--- config.mk ---
export PLATFORM = sky130hd
export DESIGN_NAME = priority_decoder
export DESIGN_NICKNAME = d
export VERILOG_FILES = /design/src/rtl/priority_decoder_pkg.sv /design/src/rtl/priority_decoder_onehot_decode.sv /design/src/rtl/priority_decoder.sv
export SDC_FILE = /design/constraint.sdc
export NUM_CORES = 1
export LEC_CHECK = 0
export ABC_AREA = 1
export BUFFER_PORTS_ARGS = -buffer_cell sky130_fd_sc_hd__buf_2
export CORE_ASPECT_RATIO = 0.8
export CORE_MARGIN = 2
export CORE_UTILIZATION = 62
export CTS_BUF_LIST = sky130_fd_sc_hd__clkbuf_4 sky130_fd_sc_hd__clkbuf_8
export DETAILED_ROUTE_END_ITERATION = 6
export PLACE_DENSITY_LB_ADDON = 0.2
export SKIP_LAST_GASP = 1
export SYNTH_ARGS = -nofsm -noshare
export SYNTH_HDL_FRONTEND = slang
export SYNTH_HIERARCHICAL = 1
export SYNTH_SLANG_ARGS = --single-unit
--- constraint.sdc ---
create_clock -name clk -period 6.82 [get_ports clk]
set_clock_uncertainty 0.15 [all_clocks]
set_input_delay 0.682 -clock clk [delete_from_list [all_inputs] [get_ports clk]]
set_output_delay 0.682 -clock clk [all_outputs]
set_load 0.05 [all_outputs]
--- src/rtl/priority_decoder_pkg.sv ---
// Shared types and defaults for the priority decoder slice.
// Holds the frame FSM state enum and default sizing constants.
package priority_decoder_pkg;

    localparam int N_DEF  = 8;
    localparam int CW_DEF = 3;

    typedef enum logic {
        ACCUM = 1'b0,
        HOLD  = 1'b1
    } state_t;

endpackage

--- src/rtl/priority_decoder_onehot_decode.sv ---
// Combinational CW-to-N one-hot decoder.
// Ports: code (CW) in, onehot (N) out with bit[code] set.
module onehot_decode #(
    parameter int N  = 8,
    parameter int CW = 3
) (
    input  logic [CW-1:0] code,
    output logic [N-1:0]  onehot
);

    always_comb begin
        onehot = '0;
        for (int i = 0; i < N; i++) begin
            onehot[i] = (code == CW'(i));
        end
    end

endmodule

--- src/rtl/priority_decoder.sv ---
// Rebuilds a request mask from a stream of codes, one frame at a time.
// Ports: clk, reset; code/code_valid/code_last/code_ready in-stream;
// mask/count/dup_err/order_err/out_valid/out_ready result handshake.
module priority_decoder
    import priority_decoder_pkg::*;
#(
    parameter int N  = N_DEF,
    parameter int CW = CW_DEF
) (
    input  logic          clk,
    input  logic          reset,
    input  logic [CW-1:0] code,
    input  logic          code_valid,
    input  logic          code_last,
    output logic          code_ready,
    output logic [N-1:0]  mask,
    output logic [CW:0]   count,
    output logic          dup_err,
    output logic          order_err,
    output logic          out_valid,
    input  logic          out_ready
);

    state_t        state;
    logic [N-1:0]  acc;
    logic [N-1:0]  dec;
    logic [N-1:0]  acc_nx;
    logic [CW-1:0] prev;
    logic          have_prev;
    logic          dup_f;
    logic          ord_f;
    logic          dup_nx;
    logic          ord_nx;
    logic          hit;
    logic          accept;
    logic          drain;
    logic [CW:0]   cnt_nx;

    onehot_decode #(
        .N  (N),
        .CW (CW)
    ) u_dec (
        .code   (code),
        .onehot (dec)
    );

    // A result is pending exactly when the FSM sits in HOLD.
    assign out_valid  = (state == HOLD);
    assign code_ready = !out_valid || out_ready;
    assign accept     = code_valid && code_ready;
    assign drain      = out_valid && out_ready;

    assign hit    = |(acc & dec);
    assign acc_nx = acc | dec;
    assign dup_nx = dup_f | hit;
    // A repeated code only flags dup, never order.
    assign ord_nx = ord_f | (have_prev && !hit && (code < prev));

    always_comb begin
        cnt_nx = '0;
        for (int i = 0; i < N; i++) begin
            cnt_nx = cnt_nx + (CW+1)'(acc_nx[i]);
        end
    end

    always_ff @(posedge clk) begin
        if (reset) begin
            state     <= ACCUM;
            acc       <= '0;
            prev      <= '0;
            have_prev <= 1'b0;
            dup_f     <= 1'b0;
            ord_f     <= 1'b0;
            mask      <= '0;
            count     <= '0;
            dup_err   <= 1'b0;
            order_err <= 1'b0;
        end else if (accept) begin
            if (code_last) begin
                mask      <= acc_nx;
                count     <= cnt_nx;
                dup_err   <= dup_nx;
                order_err <= ord_nx;
                acc       <= '0;
                prev      <= '0;
                have_prev <= 1'b0;
                dup_f     <= 1'b0;
                ord_f     <= 1'b0;
                state     <= HOLD;
            end else begin
                // Accepting in HOLD implies the result drains now.
                acc       <= acc_nx;
                prev      <= code;
                have_prev <= 1'b1;
                dup_f     <= dup_nx;
                ord_f     <= ord_nx;
                state     <= ACCUM;
            end
        end else if (drain) begin
            state <= ACCUM;
        end
    end

endmodule
==> results of run 1 <==
-- final timing paths --
kind,end,slack (ps),cells after the start
min reg2reg,count[1]$_SDFFE_PP0P_,310,2
max,count[2]$_SDFFE_PP0P_,3160,16
min,count[1]$_SDFFE_PP0P_,310,2
max reg2reg,count[2]$_SDFFE_PP0P_,3480,12
-- power groups by stage --
stage          Sequential (mW)  Combinational (mW)  Clock [mW]
5_1_grt                  0.178              0.0715       0.130
6_report                 0.177              0.0642       0.119
3_5_place_dp             0.181              0.0647           0
3_3_place_gp             0.181              0.0611           0
2_1_floorplan            0.191              0.0403           0
4_1_cts                  0.177              0.0646       0.121
-- sequential cells by signal (all words and copies together), names as in the netlist --
signal,cells
order_err,1
prev,3
have_prev,1
count,4
out_valid,1
ord_f,1
acc,8
mask,8
dup_err,1
dup_f,1
-- cell usage in the layout, fill, tap and decap left out, types with 4 or more instances in the layout --
| cell type | n |
|---|---|
| o21ai_2 | 10 |
| nand2_1 | 45 |
| nor2_1 | 27 |
| dfxtp_1 | 29 |
| inv_1 | 24 |
| o21ai_0 | 7 |
| buf_2 | 23 |
| nand3_1 | 4 |
| ha_1 | 5 |
| fa_1 | 4 |
| clkbuf_4 | 5 |
| a21oi_1 | 8 |
-- final cells by class --
cell class | instances | area, um^2 | share of cell area [%]
Clock buffer | 7 | 65.1 | 3.95
Multi-Input combinational cell | 123 | 733 | 44.5
Tap cell | 25 | 31.3 | 1.90
Clock inverter | 1 | 5.00 | 0.303
Timing Repair Buffer | 23 | 115 | 6.98
Inverter | 29 | 119 | 7.21
Sequential cell | 29 | 581 | 35.2
-- per-layer routing --
metal / wire, um / vias up / global-route usage (%)
li1: - / 620 / -
met1: 1280 / 557 / 28.1
met2: 1400 / 40 / 40.9
met3: 188 / 6 / 9.19
met4: 47 / 0 / 9.77
met5: 0 / - / 0
-- kinds of logic after synthesis --
logic type               Yosys count
buffers and inverters             32
flip-flops                        29
XOR/XNOR                           1
AND/OR/NAND/NOR                   86
AO/OA/AOI/OAI                     27
adder cells (fa/ha/maj)            9
-- metrics by stage --
stage / hold slack, ps / utilization [%] / setup WS (ps)
final: 308 / 75.1 / 3160
after global routing: 325 / 75.1 / 2990
after CTS: 311 / 75.1 / 3150
after detailed placement: 289 / 71.9 / 2770
after global placement: 281 / 71.9 / 2940
after floorplan: 288 / - / 3200
-- worst min-delay path: stages (launching register included) --
cell and delay (ps):
dfxtp_1 330, nand2_1 60, o21ai_2 40
==> flow_summary.ini, run 1 <==
[clocking]
post-cts-setup-buffers = 0
htree_levels = 2
clkSlewWorstSetupHoldPaths_ps = 90
clkLatencyLatePin_ps = 330
cts_buffers = 5
clock-sinks = 29
cts_tree = yes
clock-root-buffer = clkbuf_4
hold_buffers = 0
postCtsResizedCells = 0
cts_buffer_depth = 2

[sta]
setup_violations = 0
slew_headroom_pct = 77.2
fin_crit_sh_pct = 53.7
period_minus_slack_ps = 3660
hold_violations = 0
fin_setup_tns_ps = 0
timing.fmax_mhz = 273
rsz0062_at_grt = no
slew_violations = 0
worst_pin_slew_ps = 340

[synth]
ys_seq_area_share_pct = 39.5
synth_xor_area_share_pct = 0.595
synthFlopType = dfxtp_1
postSynthCellCount = 184
synthSimpleGateAreaFrac_pct = 26.5
ys.warnings.count = 6
synth-compound-area-share_pct = 13.0
ys_async_sr_fraction_pct = 0
netlist.area_leader.share_pct = 39.5
yosys-top-cells-count = nand2_1, dfxtp_1, nor2_1, inv_1, o21ai_2
syn-num-nets = 201
synth-edff-count = 0
ys_types = 24
netlist_top_cells_area = dfxtp_1, nand2_1, nor2_1, inv_1, o21ai_2
synth_top_family_by_area = simple AND/OR/NAND/NOR gates
yosysTopAreaCell = dfxtp_1
synth-seq-cells = 29
synth_mux_area_share_pct = 0
postSynthAreaPerCell_um2 = 8.00
synth_area_um2 = 1470
synthAdderAreaFrac_pct = 9.69
yosysMostFrequentCell = nand2_1

[status]
outcome = completed

[worst_setup_path]
crit_fanout = 5
startpoint = code[1]
worst-path-buf-inv = 6
required_ps = 6900
cp_top_family = adder cells
r2r-start = acc[0]$_SDFFE_PP0P_
worstPathCellList = buf_2 > inv_1 > nand2_1 > nor2_1 > nor2_1 > inv_1 > fa_1 > fa_1 > inv_1 > fa_1 > inv_1 > ha_1 > inv_1 > fa_1 > xor2_1 > o21ai_2
path_class = in -> reg
worst_path_most_repeated_cell = inv_1
crit_path_top_delay_cell = fa_1
arrival_ps = 3740
cpPeakStageDelay_ps = 500
crit_path_end_kind = flop
startpoint_type = input pin

[layout]
area_delta_synth_final_pct = 12.1
finalNonFillerCells = 237
antenna_cells = 0
fillers = 179
final_layout_size_suffix_gt1_share_pct = 25.5
design_area_um2 = 1650
layout.nets = 228

[die]
die_x_um = 58.5
die_h_um = 47.6
start_util_pct = 67.0
fp.coreArea_um2 = 2200
die_area_um2 = 2780
rows = 15
pin_count = 24

[pwr]
switching_share_pct = 29.9
peakVddDrop_v = 0.000193
power_mw = 0.361
p_per_area_nw_per_um2 = 219
switching_power_mw = 0.108
pwr-share-clk_pct = 33.1
leakagePower_nw = 0.855
p_int_mw = 0.253
power_frac_comb_pct = 17.8
seqPwrFrac_pct = 49.1

[routing]
drt-total-wl_um = 2920
routedWlPerCell_um = 12.3
vias = 1223
viasPerCell = 5.16
dr.pass1.iters = 4
drt_iter0_drc = 28
ant_nets = 0
post-route-drc-count = 0

[grt]
grt_antenna_before_repair = 0
grt-ovfl-total = 0
grt_pass1_wl_um = 4640
grt_pass1_vias = 1051
grt_start_max_net_pins = 16
grtUsageTotal_pct = 24.0

[placed_design]
io_buffers = 23
place_area_um2 = 1580
place_congestion = 0.825
dp_cells = 229
hpwlAfterDp_um = 2250

[min_path]
hp-class = reg -> reg
hp-start = count[1]$_SDFFE_PP0P_

[run]
cap_violations = 0
No activity file was read; power rests on OpenSTA's default activity.
==> inputs of run 2 (changes only) <==
--- a/config.mk
+++ b/config.mk
@@ -9,7 +9,7 @@
 export BUFFER_PORTS_ARGS = -buffer_cell sky130_fd_sc_hd__buf_2
 export CORE_ASPECT_RATIO = 0.8
 export CORE_MARGIN = 2
-export CORE_UTILIZATION = 62
+export CORE_UTILIZATION = 52
 export CTS_BUF_LIST = sky130_fd_sc_hd__clkbuf_4 sky130_fd_sc_hd__clkbuf_8
 export DETAILED_ROUTE_END_ITERATION = 6
 export PLACE_DENSITY_LB_ADDON = 0.2
==> constraint.sdc (replaced) <==
create_clock -name clk -period 3 [get_ports clk]
set_clock_uncertainty 0.15 [all_clocks]
set_input_delay 0.3 -clock clk [delete_from_list [all_inputs] [get_ports clk]]
set_output_delay 0.3 -clock clk [all_outputs]
set_load 0.05 [all_outputs]
==> run 2 against run 1 <==
  * The flow now finishes with violations (setup timing)
  * Flip-flop and latch count is the same
  * Sequential share of layout area shrank 3.7 points
  * Clock-buffer cell count is the same
  * Largest cell class unchanged
  * Largest power group unchanged
  * Highest routed layer unchanged
==> flow_summary.ini, run 2 (same netlist as run 1, synthesis figures left out) <==
[status]
outcome = complete, but fails checks
violations = setup timing

[clocking]
clkSlewWorstSetupHoldPaths_ps = 90
clock-sinks = 29
cts_buffers = 5
htree_levels = 2
cts_buffer_depth = 2
clkLatencyLatePin_ps = 320
cts_tree = yes
hold_buffers = 0
clock-root-buffer = clkbuf_4

[die]
start_util_pct = 54.0
die_area_um2 = 3270
fp.coreArea_um2 = 2720
die_h_um = 51.6
pin_count = 24
die_x_um = 63.5
rows = 17

[worst_setup_path]
startpoint = code[0]
arrival_ps = 3200
required_ps = 3110
crit_fanout = 5
crit_path_end_kind = flop
r2r_end = count[1]$_SDFFE_PP0P_
reg2reg_slack_ps = -90
crit_end = count[1]$_SDFFE_PP0P_
path_class = in -> reg
startpoint_type = input pin
reg2regPathDepth = 11
r2r-start = acc[0]$_SDFFE_PP0P_

[placed_design]
io_buffers = 23
dp_slack_ps = -536
place_area_um2 = 1730
place_congestion = 0.834
hpwlAfterDp_um = 2290

[layout]
design_area_um2 = 1850
final_common_cell = nand2_1
reg.largest.list = acc: 8 flops, mask: 8 flops, count: 4 flops
area_delta_synth_final_pct = 25.6
layout.nets = 243
final_cell_mix = nand2_1, dfxtp_1, buf_2, nor2_1, inv_1
antenna_cells = 0
final_layout_size_suffix_gt1_share_pct = 39.8

[routing]
vias = 1248
ant_nets = 0
routedWlPerCell_um = 11.4
post-route-drc-count = 0
drt-total-wl_um = 3000
viasPerCell = 4.73
dr.pass1.iters = 4
drt_iter0_drc = 38

[pwr]
p_per_area_nw_per_um2 = 449
leakagePower_nw = 0.927
peakVddDrop_v = 0.000264

[grt]
grtUsageTotal_pct = 21.0
grt_pass1_wl_um = 5150
grt_start_max_net_pins = 16
grt-ovfl-total = 0
grt_antenna_before_repair = 0
grt_pass1_vias = 1229

[sta]
timing.fmax_mhz = 323
worst_pin_slew_ps = 337
finalWorstSetupSlack_ps = -94.7
rsz0062_at_grt = yes
hold_violations = 0
setup_violations = 2
slew_violations = 0
fin_crit_sh_pct = 103
timing.hold.ws_ps = 63.3
slew_headroom_pct = 77.5
period_minus_slack_ps = 3090

[min_path]
hp-class = in -> reg

[run]
cap_violations = 0
## run 2: cell types whose count changed in the layout (fill, tap and decap cells not counted), moves of 2 or more
cell / before / now
inv_1: 24 / 17
nor2_4: 0 / 2
inv_2: 3 / 9
dfxtp_1: 29 / 27
buf_4: 0 / 15
nor2_1: 27 / 21
dfxtp_2: 0 / 2
nor2_2: 0 / 4
nand2_1: 45 / 42
nand2_2: 3 / 5
## run 2: cell type report
| class | instances | area (um^2) |
|---|---|---|
| inverters | 29 | 126 |
| clock buffers | 7 | 58.8 |
| well taps | 38 | 47.5 |
| flip-flops and latches | 29 | 583 |
| fillers | 263 | 875 |
| multi-input cells | 123 | 798 |
| repair buffers | 38 | 234 |
## run 2: routing by layer
layer / vias up / wire, um / global-route usage (%)
met4: 0 / 31 / 8.70
li1: 651 / - / -
met3: 6 / 108 / 5.84
met2: 21 / 1550 / 37.5
met1: 570 / 1310 / 24.0
met5: - / 0 / 0
## run 2: metrics by stage
step,instances,utilization [%],power [mW],setup TNS (ps)
2_1_floorplan,184,-,0.530,-375
3_3_place_gp,255,63.5,0.570,-916
3_5_place_dp,255,63.5,0.577,-1300
4_1_cts,264,66.4,0.826,-266
5_1_grt,264,67.9,0.875,-442
6_report,264,67.9,0.830,-158
## run 2: worst min-delay path by stage
stage | from | slack [ps] | endpoint | cells past startpoint
global placement | dup_err$_SDFFE_PP0P_ | 280 | dup_err$_SDFFE_PP0P_ | 2
finish | reset | 60 | count[3]$_SDFFE_PP0P_ | 2
detailed placement | order_err$_SDFFE_PP0P_ | 290 | order_err$_SDFFE_PP0P_ | 2
floorplan | reset | 220 | count[3]$_SDFFE_PP0P_ | 1
CTS | reset | 60 | count[3]$_SDFFE_PP0P_ | 2
global route | reset | 60 | count[3]$_SDFFE_PP0P_ | 2
## run 2: report_power, final
group	leakage (nW)	internal [mW]	switching (mW)	total, mW
Clock	0.0348	0.119	0.126	0.245
Combinational	0.656	0.0658	0.116	0.182
Sequential	0.236	0.397	0.00658	0.403
## run 2: critical path, stage by stage
cell	delay (ps)
buf_2	150
inv_2	70
nand2_2	60
nor2_2	180
nor2_4	50
inv_2	60
fa_1	420
fa_1	510
inv_2	40
fa_1	550
inv_2	50
ha_4	150
inv_2	50
fa_2	420
o21ai_2	140
## run 2: timing repair
action,in CTS,in global routing
gates resized for setup,5,10
hold endpoints to repair,0,0
setup endpoints to repair,2,3
buffers inserted,2,0
pin swaps,5,4
==> inputs of run 3 (changes only) <==
--- a/config.mk
+++ b/config.mk
@@ -7,11 +7,14 @@
 export LEC_CHECK = 0
 export ABC_AREA = 1
 export BUFFER_PORTS_ARGS = -buffer_cell sky130_fd_sc_hd__buf_2
+export CELL_PAD_IN_SITES_DETAIL_PLACEMENT = 2
+export CELL_PAD_IN_SITES_GLOBAL_PLACEMENT = 2
 export CORE_ASPECT_RATIO = 0.8
 export CORE_MARGIN = 2
-export CORE_UTILIZATION = 52
+export CORE_UTILIZATION = 34
 export CTS_BUF_LIST = sky130_fd_sc_hd__clkbuf_4 sky130_fd_sc_hd__clkbuf_8
 export DETAILED_ROUTE_END_ITERATION = 6
+export MAX_ROUTING_LAYER = met4
 export PLACE_DENSITY_LB_ADDON = 0.2
 export SKIP_LAST_GASP = 1
 export SYNTH_ARGS = -nofsm -noshare
==> constraint.sdc (replaced) <==
create_clock -name clk -period 2.9 [get_ports clk]
set_clock_uncertainty 0.15 [all_clocks]
set_input_delay 0.29 -clock clk [delete_from_list [all_inputs] [get_ports clk]]
set_output_delay 0.29 -clock clk [all_outputs]
set_load 0.05 [all_outputs]
==> run 3 against run 2 <==
  * The flow still finishes with violations (setup timing)
  * Utilization shrank 21 points
  * First-iteration DRC count shrank 29%
  * Die area grew 49%
  * Flip-flop and latch count is the same
  * Total power grew 20%
  * Global-route usage grew 1.8 points
  * Sequential share of layout area shrank 1.9 points
  * Largest cell class unchanged
==> flow_summary.ini, run 3 (same netlist as run 1, synthesis figures left out) <==
[worst_setup_path]
r2r-start = acc[1]$_SDFFE_PP0P_
cpPeakStageDelay_ps = 550
worstPathCellList = nor2_4 > inv_2 > fa_1 > fa_1 > inv_1 > fa_1 > inv_2 > ha_4 > inv_2 > fa_2 > o21ai_2
crit_cells = 11
crit_path_end_kind = flop
required_ps = 2910
path_class = reg -> reg
crit_end = count[1]$_SDFFE_PP0P_
crit_fanout = 2
worst-path-buf-inv = 4
r2r_end = count[1]$_SDFFE_PP0P_
crit_path_top_delay_cell = fa_2
cp_top_family = adder cells
arrival_ps = 3130
reg2regPathDepth = 11
startpoint_type = flop
reg2reg_slack_ps = -220
startpoint = acc[1]$_SDFFE_PP0P_

[layout]
final_common_cell = nand2_1
reg.largest.list = acc: 8 flops, mask: 8 flops, count: 4 flops
finalNonFillerCells = 289
final_cell_mix = nand2_1, dfxtp_1, nor2_1, buf_4, buf_2
antenna_cells = 0
final_layout_size_suffix_gt1_share_pct = 41.8
fillers = 469
area_delta_synth_final_pct = 33.8
layout.nets = 248

[placed_design]
dp_cells = 276
place_congestion = 0.809
hpwlAfterDp_um = 3330
io_buffers = 23
dp_slack_ps = -693

[grt]
grtUsageTotal_pct = 22.8
grt-ovfl-total = 0
grt_antenna_before_repair = 0
grt_start_max_net_pins = 16
grt_pass1_vias = 1565
grt_pass1_wl_um = 8200

[min_path]
whs_path_depth = 2
hp-class = in -> reg

[pwr]
leakagePower_nw = 0.976
switching_power_mw = 0.300
pwr-share-clk_pct = 37.2
power_mw = 0.999
seqPwrFrac_pct = 42.0
peakVddDrop_v = 0.000277
switching_share_pct = 30.0
power_frac_comb_pct = 20.8
p_int_mw = 0.699
p_per_area_nw_per_um2 = 507

[clocking]
cts_buffers = 5
clock-root-buffer = clkbuf_8
clock-sinks = 29
htree_levels = 2
hold_buffers = 0
cts_buffer_depth = 2
clkSlewWorstSetupHoldPaths_ps = 70
clkLatencyLatePin_ps = 280
cts_tree = yes

[sta]
timing.fmax_mhz = 321
fin_crit_sh_pct = 107
finalWorstSetupSlack_ps = -216
setup_violations = 3
slew_headroom_pct = 76.1
timing.hold.ws_ps = 114
hold_violations = 0
worst_pin_slew_ps = 357
period_minus_slack_ps = 3120
rsz0062_at_grt = yes
fin_setup_tns_ps = -543
slew_violations = 0

[status]
outcome = complete, but fails checks
violations = setup timing

[routing]
routedWlPerCell_um = 16.6
post-route-drc-count = 0
dr.pass1.iters = 4
drt-total-wl_um = 4800
drt_iter0_drc = 27
vias = 1372
viasPerCell = 4.75
ant_nets = 0

[run]
cap_violations = 0

[die]
rows = 21
die_area_um2 = 4870
fp.coreArea_um2 = 4180
pin_count = 24
die_h_um = 62.8
die_x_um = 77.6
start_util_pct = 35.2
==> run 3: worst min-delay path by stage <==
stage	startpoint	to	slack [ps]
3_3_place_gp	count[0]$_SDFFE_PP0P_	count[0]$_SDFFE_PP0P_	280
4_1_cts	reset	count[3]$_SDFFE_PP0P_	110
5_1_grt	reset	count[3]$_SDFFE_PP0P_	120
2_1_floorplan	reset	count[3]$_SDFFE_PP0P_	210
3_5_place_dp	order_err$_SDFFE_PP0P_	order_err$_SDFFE_PP0P_	290
6_report	reset	count[3]$_SDFFE_PP0P_	110
==> run 3: repair_timing <==
action | in CTS | in global routing
buffers inserted | 5 | 0
endpoints found under the setup margin | 3 | 3
gates resized for setup | 10 | 10
pin swaps | 8 | 2
==> run 3: area by class of cell <==
cell class                      count  area, um^2  share of cell area (%)
Tap cell                           57        71.3                    3.62
Sequential cell                    29         584                    29.7
Timing Repair Buffer               43         274                    13.9
Inverter                           29         126                    6.42
Clock inverter                      1        5.00                   0.254
Multi-Input combinational cell    123         812                    41.2
Clock buffer                        7        96.3                    4.89
==> run 3: metal layers <==
layer | global-route usage [%] | vias to the layer above | wire, um
li1 | - | 660 | -
met1 | 25.3 | 678 | 1920
met2 | 41.0 | 24 | 2590
met3 | 5.06 | 10 | 143
met4 | 6.70 | 0 | 140
met5 | - | - | 0
==> run 3: per-stage QoR <==
step | utilization, % | instance area (um^2)
6_report | 47.1 | 1970
5_1_grt | 47.1 | 1970
4_1_cts | 46.3 | 1940
3_5_place_dp | 42.3 | 1770
3_3_place_gp | 42.3 | 1770
2_1_floorplan | - | 1510
==> run 3: power groups by stage <==
stage	Clock [mW]	Combinational, mW	Sequential [mW]
floorplan	0	0.0991	0.450
global placement	0	0.173	0.426
detailed placement	0	0.182	0.427
CTS	0.377	0.192	0.419
global route	0.393	0.229	0.420
finish	0.372	0.208	0.419
